### config.mk
export PLATFORM = sky130hd
export DESIGN_NAME = fusion_issue
export DESIGN_NICKNAME = d
export VERILOG_FILES = /design/src/rtl/fusion_issue.sv
export SDC_FILE = /design/constraint.sdc
export NUM_CORES = 1
export LEC_CHECK = 0
export CELL_PAD_IN_SITES_DETAIL_PLACEMENT = 1
export CELL_PAD_IN_SITES_GLOBAL_PLACEMENT = 1
export CORE_ASPECT_RATIO = 1.1
export CORE_MARGIN = 2
export CORE_UTILIZATION = 41
export DETAILED_ROUTE_END_ITERATION = 7
export GPL_TIMING_DRIVEN = 0
export PLACE_DENSITY_LB_ADDON = 0.1
export SLEW_MARGIN = 20
export SYNTH_ARGS = -nofsm -noshare
export SYNTH_HDL_FRONTEND = slang
export SYNTH_SLANG_ARGS = --single-unit
### constraint.sdc
create_clock -name clk -period 6.15 [get_ports clk]
set_input_delay 0.9225 -clock clk [delete_from_list [all_inputs] [get_ports clk]]
set_output_delay 0.9225 -clock clk [all_outputs]
set_load 0.03 [all_outputs]
### src/rtl/fusion_issue.sv
// Operand sequencer: splits an 8x8 (or 4x4) multiply into 4-bit passes for one fusion unit
// and accumulates the returned psums into a 16-bit product. One operation in flight at a time.
module fusion_issue #(
  parameter int FU_LAT = 2
) (
  input  logic        clk,
  input  logic        rst,
  input  logic        op_valid,
  output logic        op_ready,
  input  logic [7:0]  op_in,
  input  logic [7:0]  op_weight,
  input  logic        op_wide,
  input  logic        op_s_in,
  input  logic        op_s_weight,
  output logic [3:0]  fu_in,
  output logic [3:0]  fu_weight,
  output logic [2:0]  fu_in_width,
  output logic [2:0]  fu_weight_width,
  output logic        fu_s_in,
  output logic        fu_s_weight,
  input  logic [7:0]  fu_psum,
  output logic        res_valid,
  input  logic        res_ready,
  output logic [15:0] res_data
);

  localparam int DL = FU_LAT + 1;

  typedef enum logic [1:0] {S_IDLE, S_ISSUE, S_DRAIN, S_DONE} state_t;

  // shift is in units of 4 bits: 0, 1 or 2
  typedef struct packed {
    logic       vld;
    logic [1:0] shift;
    logic       sgn;
  } tag_t;

  state_t      r_state;
  state_t      w_next;
  logic        r_op_ready;
  logic [7:0]  r_in;
  logic [7:0]  r_w;
  logic        r_wide;
  logic        r_s_in;
  logic        r_s_w;
  logic [1:0]  r_pass;
  logic [15:0] r_acc;
  logic [3:0]  r_fu_in;
  logic [3:0]  r_fu_w;
  logic        r_fu_s_in;
  logic        r_fu_s_w;
  tag_t        r_tag [DL];

  logic        w_accept;
  logic        w_issue;
  logic        w_last;
  logic [3:0]  w_nib_in;
  logic [3:0]  w_nib_w;
  logic        w_s_in;
  logic        w_s_w;
  logic [1:0]  w_shift;
  logic        w_cap;
  logic        w_inflight;
  logic [15:0] w_psum_ext;
  logic [15:0] w_addend;
  tag_t        w_tag_in;

  assign w_accept = (r_state == S_IDLE) && r_op_ready && op_valid;
  assign w_issue  = (r_state == S_ISSUE);
  assign w_last   = r_wide ? (r_pass == 2'd3) : 1'b1;

  // Pass order p0..p3: pass[1] picks the activation nibble, pass[0] the weight nibble
  assign w_nib_in = r_pass[1] ? r_in[7:4] : r_in[3:0];
  assign w_nib_w  = r_pass[0] ? r_w[7:4]  : r_w[3:0];
  assign w_s_in   = r_s_in & (r_wide ? r_pass[1] : 1'b1);
  assign w_s_w    = r_s_w  & (r_wide ? r_pass[0] : 1'b1);
  assign w_shift  = {1'b0, r_pass[0]} + {1'b0, r_pass[1]};

  assign w_tag_in = '{vld: w_issue, shift: w_shift, sgn: w_s_in | w_s_w};

  assign w_cap      = r_tag[DL-1].vld;
  assign w_psum_ext = r_tag[DL-1].sgn ? {{8{fu_psum[7]}}, fu_psum} : {8'h00, fu_psum};
  assign w_addend   = w_psum_ext << {r_tag[DL-1].shift, 2'b00};

  always_comb begin
    w_inflight = 1'b0;
    for (int i = 0; i < DL - 1; i++) begin
      w_inflight = w_inflight | r_tag[i].vld;
    end
  end

  always_comb begin
    w_next = r_state;
    case (r_state)
      S_IDLE:  if (w_accept) w_next = S_ISSUE;
      S_ISSUE: if (w_last) w_next = S_DRAIN;
      S_DRAIN: if (w_cap && !w_inflight) w_next = S_DONE;
      S_DONE:  if (res_ready) w_next = S_IDLE;
      default: w_next = S_IDLE;
    endcase
  end

  always_ff @(posedge clk) begin
    if (rst) begin
      r_state    <= S_IDLE;
      r_op_ready <= 1'b0;
      r_in       <= 8'h00;
      r_w        <= 8'h00;
      r_wide     <= 1'b0;
      r_s_in     <= 1'b0;
      r_s_w      <= 1'b0;
      r_pass     <= 2'd0;
      r_acc      <= 16'h0000;
      r_fu_in    <= 4'h0;
      r_fu_w     <= 4'h0;
      r_fu_s_in  <= 1'b0;
      r_fu_s_w   <= 1'b0;
      for (int i = 0; i < DL; i++) r_tag[i] <= '0;
    end else begin
      r_state    <= w_next;
      r_op_ready <= (w_next == S_IDLE);

      if (w_accept) begin
        r_in   <= op_in;
        r_w    <= op_weight;
        r_wide <= op_wide;
        r_s_in <= op_s_in;
        r_s_w  <= op_s_weight;
        r_pass <= 2'd0;
      end else if (w_issue) begin
        r_pass <= r_pass + 2'd1;
      end

      if (w_accept) r_acc <= 16'h0000;
      else if (w_cap) r_acc <= r_acc + w_addend;

      if (w_issue) begin
        r_fu_in   <= w_nib_in;
        r_fu_w    <= w_nib_w;
        r_fu_s_in <= w_s_in;
        r_fu_s_w  <= w_s_w;
      end else begin
        r_fu_in   <= 4'h0;
        r_fu_w    <= 4'h0;
        r_fu_s_in <= 1'b0;
        r_fu_s_w  <= 1'b0;
      end

      r_tag[0] <= w_tag_in;
      for (int i = 1; i < DL; i++) r_tag[i] <= r_tag[i-1];
    end
  end

  assign op_ready        = r_op_ready;
  assign fu_in           = r_fu_in;
  assign fu_weight       = r_fu_w;
  assign fu_in_width     = 3'b100;
  assign fu_weight_width = 3'b100;
  assign fu_s_in         = r_fu_s_in;
  assign fu_s_weight     = r_fu_s_w;
  assign res_valid       = (r_state == S_DONE);
  assign res_data        = r_acc;

endmodule
=== Word level (Yosys, flattened, before mapping) ===
Memory sizes are Yosys's and may differ from the RTL's.
Index checks and enable logic that the tools add are counted.

* Register bits after elaboration: 50
* Memory bits (writable): 12
* Memories kept: 1

{| class="wikitable"
|+ Memory list
! name !! depth !! bits a word !! rd ports !! clocked after Yosys merged registers in !! wr ports !! RTL line !! source
|-
| r_tag || 3 || 4 || 3 || 0 || 3 || 52 || <nowiki>tag_t r_tag [DL];</nowiki>
|}

* Add/subtract/negate cells: 3
* Eq/ne operators: 4
* Shift operators: 1
* Mux-type cells: 17
* Bitwise gates (word level): 8
* Reductions and logical operators: 8

{| class="wikitable"
|+ Operator list
! operator !! count
|-
| 2-to-1 mux 4 bit || 5
|-
| adder 16 bit || 1
|-
| 2-to-1 mux 16 bit || 1
|-
| left shift 16 x 4 -> 16 bit || 1
|-
| 2-to-1 mux 2 bit || 4
|-
| case mux 2 bit (4 select lines) || 1
|-
| equality test 2 bit (second input constant) || 3
|-
| 2-to-1 mux 1 bit || 6
|-
| OR 1 bit || 5
|-
| logical NOT 2 bit || 2
|-
| OR reduction 2 bit || 2
|-
| logical AND 1 bit || 3
|-
| adder 1 x 1 -> 2 bit || 1
|-
| adder 2 x 1 -> 2 bit (second input constant) || 1
|-
| AND 1 bit || 2
|-
| equality test 2 x 1 -> 1 bit (second input constant) || 1
|-
| logical NOT 1 bit || 1
|-
| NOT 1 bit || 1
|}

=== Logic depth before layout (Yosys ltp) ===
An unclocked memory read counts as a cell.

* Depth in word-level cells: 7
* Depth in mapped cells: 12

=== Worst setup path before layout ===
Ideal clock, no wire load.

* Kind: input -> register
* From: input port fu_psum[7]
* To: register r_acc[15], in the netlist res_data[15]
* Library setup time: 66 ps
* Arrival: 3,078 ps
* Required time: 6,084 ps
* Setup slack: 3,006 ps
* Cell stages on the path: 11
* Path buffers: 0
* Cell sequence: inv_1 -> nor3b_1 -> a21oi_1 -> o21ai_0 -> ha_1 -> a21o_1 -> nand3_2 -> o211ai_1 -> or4_1 -> a31o_1 -> a21oi_2

* Cells in the longest elaborated chain, start to end: 3

{| class="wikitable"
|+ Ends and longest elaborated chain
! item !! RTL line !! source
|-
| start: declaration || 21 || <nowiki>input logic [7:0] fu_psum,</nowiki>
|-
| 2-to-1 mux 16 bit || 82 || <nowiki>assign w_psum_ext = r_tag[DL-1].sgn ? {{8{fu_psum[7]}}, fu_psum} : {8'h00, fu_psum};</nowiki>
|-
| left shift 16 x 4 -> 16 bit || 83 || <nowiki>assign w_addend = w_psum_ext << {r_tag[DL-1].shift, 2'b00};</nowiki>
|-
| adder 16 bit || 135 || <nowiki>else if (w_cap) r_acc <= r_acc + w_addend;</nowiki>
|-
| end signal: assignment || 135 ||
|-
| end: declaration || 47 || <nowiki>logic [15:0] r_acc;</nowiki>
|}

No other way between the ends.
A chain may end at the register's enable or synchronous reset.

=== Final worst setup path ===
Ends and elaborated chain as after synthesis.

==> metrics.md <==
| Metric | Value |
|---|---|
| Status | finished clean |
| Via count | 2939 |
| Core Region | approximately 0.0078 mm2 |
| Fmax | ~250 MHz |
| Number of nets in the layout | a little over 500 |
| Critical path type | input pin to flip-flop |
| Pin count of the biggest net entering global routing | 11 |
| Arr. time, crit path | approximately 4300 ps |
| Post-synth ARST share | 0 |
| Cells after synthesis | between 300 and 400 |
| Syn avg cell area | between 8 and 9 um2 |
| Initial antenna violation count | 0 |
| Layout Skew | roughly 9 ps |
| Drt via density | 5.16 |
| Hold Path Class | flip-flop to flip-flop |
| CTS root buffer | clkbuf_8 |
| Final instance area | approximately 0.0042 mm2 |
| Fraction of layout cells with a size suffix above 1 | 0.0866 |
| Post-CTS setup buffer count | 0 |
| Post-cts repair resize count | 0 |
| YS warnings | 0 |
| Maxcap violations | 0 |
| # port buffers | between 50 and 60 |
| Hold_buf cts | 0 |
| Finish-stage setup viols | 0 |
| Worst vdd ir | about 0.11 mV |
| Vias in the first global route | roughly 3000 |
| Area delta synth->final | 27.4% |
| P_leak | between 1.5 and 2 nW |
| Reg power frac | 0.491 |
| CP endpoint kind | flip-flop |
| Gr ovfl total | 0 |
| Setup Slack @ Placement | ~1800 ps |
| Critical path peak fanout | 5 |
| Hold Fails Final Rpt | 0 |
| H-tree levels | 3 |
| RSZ-0062 raised after global routing | no |
| First-pass GRT wire length | roughly 15 mm |
| Switch share | 0.269 |
| Die area | 0.00869 mm2 |
| Final setup TNS | 0 ps |
| Clock Tree Buf Depth | 2 |
| Worst setup SP type | input pin |
| Period minus WS final | between 3000 and 4000 ps |
| WP data required | around 6400 ps |
| GRT Util Overall | 0.220 |
| CTS tree | done |
| Sw Pwr | 0.000230 W |
| Cell area after placement | 0.00399 mm2 |
| Num rows | 34 |
| Final core occ | 0.531 |
| Seq/Total Area, Yosys | 0.380 |
| P_int | 0.000623 W |
| Max-slew violation count | 0 |
| Clk pin slew, worst setup/hold paths | ~80 ps |
| Clock Power Share | 0.389 |
| Mapped Area | between 0.003 and 0.004 mm2 |
| Pwr Density | approximately 210 mW/mm2 |
| Post-synth EDFFs | 0 |
| Final WL | 8.96 mm |
| Wire length per cell | about 16 um |
| Final setup margin | roughly 2200 ps |
| Slew @ Worst Pin | around 740 ps |
| Worst skew pair latency | 340 ps |
| Die span in y | about 98 um |
| Die width | a little under 90 um |
| Starting Density | 0.417 |
| #FFs+latches synth | slightly above 60 |
| Post-DP HPWL | 6.84 mm |
| First-pass iteration count of the detailed router | 6 |
| Part of the power in combinational logic | 0.120 |
| Main synth FF type | dfxtp_1 |
| Worst relative slew slack | 0.507 |
| DRT iter0 DRCs | 62 |
| Power, Total | around 0.00085 W |
| IO Pins | 65 |
| CTS buffer count | 9 |
| ANT nets after route | 0 |
| CTS Sinks | 62 |
| # diodes | 0 |
| DRC violations left | 0 |
| Yosys cell types | 57 |
| Period utilization | 0.649 |
| Gpl congestion | between 0.8 and 0.9 |
[power by group through the flow]
stage               Sequential [W]  Combinational (W)  Clock (W)
CTS                       0.000419           0.000103   0.000336
global placement          0.000428           0.000100          0
finish                    0.000419           0.000102   0.000332
detailed placement        0.000429           0.000103          0
global route              0.000421           0.000113   0.000356
floorplan                 0.000430          0.0000588          0
[worst paths after layout]
kind | slack (ps) | startpoint | end | cells past startpoint
max | 2160 | fu_psum[7] | res_data[15] | 12
min | 440 | r_tag[0][1] | r_tag[0][5] | 1
max reg2reg | 2720 | r_tag[0][9] | res_data[10] | 11
min reg2reg | 440 | r_tag[0][1] | r_tag[0][5] | 1
[per-layer routing]
layer,up-vias,wire length [um],global-route usage
met5,-,0,0
met3,20,326,0.0382
met1,1383,3770,0.252
li1,1470,-,-
met2,66,4640,0.393
met4,0,229,0.0873
[kinds of logic (layout without fill, tap and decap cells)]
kind of cell / after synthesis / in the layout / share of synthesized area
AO/OA/AOI/OAI: 86 / 86 / 0.165
XOR/XNOR: 6 / 6 / 0.0161
adder cells (fa/ha/maj): 18 / 18 / 0.0713
buffers and inverters: 35 / 107 / 0.0575
flip-flops: 62 / 62 / 0.380
multiplexers: 21 / 21 / 0.0652
other: 2 / 6 / 0.00230
AND/OR/NAND/NOR: 156 / 156 / 0.242
[flip-flops by register name (all words and copies together) (netlist names), 2 cells and up]
name,flops
fu_in,4
fu_weight,4
r_in,8
r_pass,2
r_state,2
r_tag,12
r_w,8
res_data,16
[final cells by class]
class / count / area, um2
plain buffers: 27 / 158
clock buffers: 12 / 155
clock inverters: 3 / 20.0
fillers: 961 / 3670
inverters: 8 / 30.0
multi-input cells: 293 / 1850
flip-flops and latches: 62 / 1240
well taps: 108 / 135
repair buffers: 57 / 571
[worst max-delay path, stage by stage]
cell and delay [ps]:
clkdlybuf4s50_1 560, inv_1 80, nor3b_1 440, a21oi_1 70, o21ai_0 340, ha_1 390, a21o_1 260, nand3_2 80
o211ai_1 180, or4_1 580, a31o_1 250, a21oi_2 100
[metrics by stage]
stage                     cells  hold WS, ps
after floorplan             390          414
after global placement      555          421
after detailed placement    555          428
after CTS                   570          438
after global routing        570          446
final                       570          437
[layout by cell type, fill, tap and decap left out, drive strengths merged, types with 6 or more instances in the layout]
master | synthesis | routed
mux2i | 19 | 19
and2 | 7 | 7
ha | 17 | 17
nor2 | 34 | 34
clkbuf | 16 | 28
buf | 10 | 10
o21ai | 16 | 16
conb | 2 | 6
dfxtp | 62 | 62
nand2 | 52 | 52
clkdlybuf4s50 | 0 | 57
nor2b | 16 | 16
a21oi | 43 | 43
nand2b | 7 | 7
inv | 8 | 8
nand3 | 16 | 16
[synthesized netlist by cell type (3+ instances only)]
cell       n  area share
mux2i_1   19       0.058
nor2b_1   16       0.031
clkbuf_1  14       0.016
ha_1      17       0.065
nor3b_1    4      0.0092
dfxtp_1   62        0.38
a211oi_1   4      0.0092
nand3_1   14       0.021
buf_4      8       0.018
nand3b_1   4      0.0092
nand2_1   52       0.060
nor2_1    34       0.039
a21oi_1   41       0.063
and2_1     5      0.0096
nand4_1    3      0.0057
nand2b_1   7       0.013
o21ai_0   15       0.023
xnor2_1    4       0.011
o211ai_1   3      0.0069
inv_1      8      0.0092
a21o_1     4      0.0092
o21bai_1   3      0.0069
Note: power is estimated with default switching activity, not from simulation.
==> variant (config.mk and constraints unchanged) <==
Re-encode `state_t` (4 states) as Gray code, 2 bits wide.
--- a/src/rtl/fusion_issue.sv
+++ b/src/rtl/fusion_issue.sv
@@ -26,7 +26,7 @@
 
   localparam int DL = FU_LAT + 1;
 
-  typedef enum logic [1:0] {S_IDLE, S_ISSUE, S_DRAIN, S_DONE} state_t;
+  typedef enum logic [1:0] {S_IDLE = 2'b00, S_ISSUE = 2'b01, S_DRAIN = 2'b11, S_DONE = 2'b10} state_t;
 
   // shift is in units of 4 bits: 0, 1 or 2
   typedef struct packed {
Formal check against the unedited RTL: no difference found for any inputs over 10 cycles, from zero or initial values and one cycle with rst high; not proved beyond that.
==> variant against the unedited design <==
  * Utilization is 2.2 points higher
  * Setup slack better by 540 ps
  * Sequential cell count stayed put
  * Register-to-register slack better by 320 ps
  * Wire length is 4.8% lower
  * Die area is 6.4% lower
  * Sequential power is 1% higher
  * Critical path type unchanged
  * Non-clock buffer count is 3 lower
  * Area after synthesis is 6.6% lower
  * Critical path depth is 1 lower
  * Power is 7.9% higher
  * Via count is 4.2% lower
  * Final area is 5.1% lower
==> variant: results (changes against the unedited design) <==
[routing]
vias = 2817  ; -4.2%
drt_iter0_drc = 67  ; +8.1%
first_pass_iters = 5  ; -1
via_per_inst = 5.345  ; +3.7%

[status]
status = finished, final reports clean

[cells_and_area]
nNetsFinal = 486  ; -4.1%
num-fill-cells = 879  ; -8.5%
layout-drive-gt1-share = 0.07240  ; -0.01418

[synthesis]
synthTopCellsByCount = dfxtp_1 (62), nand2_1 (56), a21oi_1 (43)
synth_area_leaders = dfxtp_1 (41%), mux2i_1 (7.2%), a21oi_1 (7.1%)
ys_seq_area_frac = 0.4072  ; +0.02700
syn-instance-count = 365  ; -5.4%
ys_types = 48  ; -16%

[grt]
grt_start_max_net_pins = 13  ; +2
grt_usage = 0.2209  ; +0.001075

[critical_path]
timing.reg2reg.setup_slack_ps = 3040  ; +320 ps
cp.arrival_ps = 3720  ; -550 ps

[power_and_ir_drop]
vdd_drop_max_v = 0.0002123  ; +85%
p_leak_nw = 1.472  ; -5.2%

[sta]
tightest_slew_ps = 648.9  ; -90.82 ps
fin_skew_ps = 11.81  ; +2.752 ps

[placement]
routabilityCongestion = 0.8155  ; -7.8%
port_buffers = 57  ; unchanged
dp_hpwl_um = 6451  ; -5.7%
dp.cells = 511  ; -7.9%

[clock_network]
insertion_delay_ps = 340  ; about the same

==> variant: cell count changes in the layout (fill, tap and decap cells not counted), moves of 4 or more <==
cell | before | now
a21o_1 | 4 | 0
xnor2_1 | 4 | 8
nand2_1 | 52 | 56
nand2b_1 | 7 | 1
nor2_1 | 34 | 38
nand3_1 | 14 | 6
==> variant: layout make-up <==
type | count | area [µm²] | share of cell area
Multi-Input combinational cell | 277 | 1683 | 0.4263
Sequential cell | 62 | 1241 | 0.3144
Clock inverter | 6 | 70.07 | 0.01775
Timing Repair Buffer | 57 | 570.5 | 0.1445
Tap cell | 85 | 106.4 | 0.02694
Inverter | 6 | 22.52 | 0.005705
Clock buffer | 10 | 137.6 | 0.03487
Buffer | 24 | 116.4 | 0.02948
==> variant: logic make-up (layout without fill, tap and decap cells) <==
logic type	count (synthesis)	in the layout	synth area share
AO/OA/AOI/OAI	80	80	0.1494
multiplexers	23	23	0.07594
flip-flops	62	62	0.4072
AND/OR/NAND/NOR	139	139	0.2114
XOR/XNOR	11	11	0.03161
other	2	6	0.002464
adder cells (fa/ha/maj)	18	18	0.07635
buffers and inverters	30	103	0.04557
==> variant: where the power goes <==
group          internal (mW)  leakage [nW]  switching (mW)
Sequential             0.416         0.502         0.00919
Clock                  0.200        0.0951           0.177
Combinational         0.0509         0.875          0.0671
Total                  0.667          1.47           0.253
==> variant: routing by layer <==
metal  share of wire  vias to the layer above  wire, µm  global-route usage
met4           0.020                        0       174             0.09115
li1                -                     1388         -                   -
met1            0.41                     1358      3462              0.2430
met3           0.028                       16       237             0.03846
met5               0                        -         0                   0
met2            0.55                       55      4662              0.4154
==> variant: final timing paths <==
kind | from | endpoint | depth (start not counted)
setup / recovery | fu_psum[7] | res_data[14]$_SDFFE_PP0P_ | 11
hold / removal | r_tag[0][4]$_SDFF_PP0_ | r_tag[0][8]$_SDFF_PP0_ | 1
setup reg to reg | r_tag[0][9]$_SDFF_PP0_ | res_data[15]$_SDFFE_PP0P_ | 10
hold reg to reg | r_tag[0][4]$_SDFF_PP0_ | r_tag[0][8]$_SDFF_PP0_ | 1
==> variant: worst max-delay path: stages <==
cell and delay [ps]:
clkdlybuf4s50_1 540, nand2_1 100, nor2_1 260, a21oi_1 60, o21ai_0 300, ha_1 330
and2_2 210, a221oi_1 350, a21oi_1 140, mux2_2 300, a211oi_2 200
==> variant: metrics by stage <==
stage / hold WS (ps) / instance area (µm²) / setup slack [ps]
6_report: 438.3 / 3948 / 2696
5_1_grt: 464.7 / 3948 / 2567
4_1_cts: 442.2 / 3948 / 2688
3_5_place_dp: 427.4 / 3740 / 2380
3_3_place_gp: 419.3 / 3740 / 2461
2_1_floorplan: 413.8 / 3063 / 3368
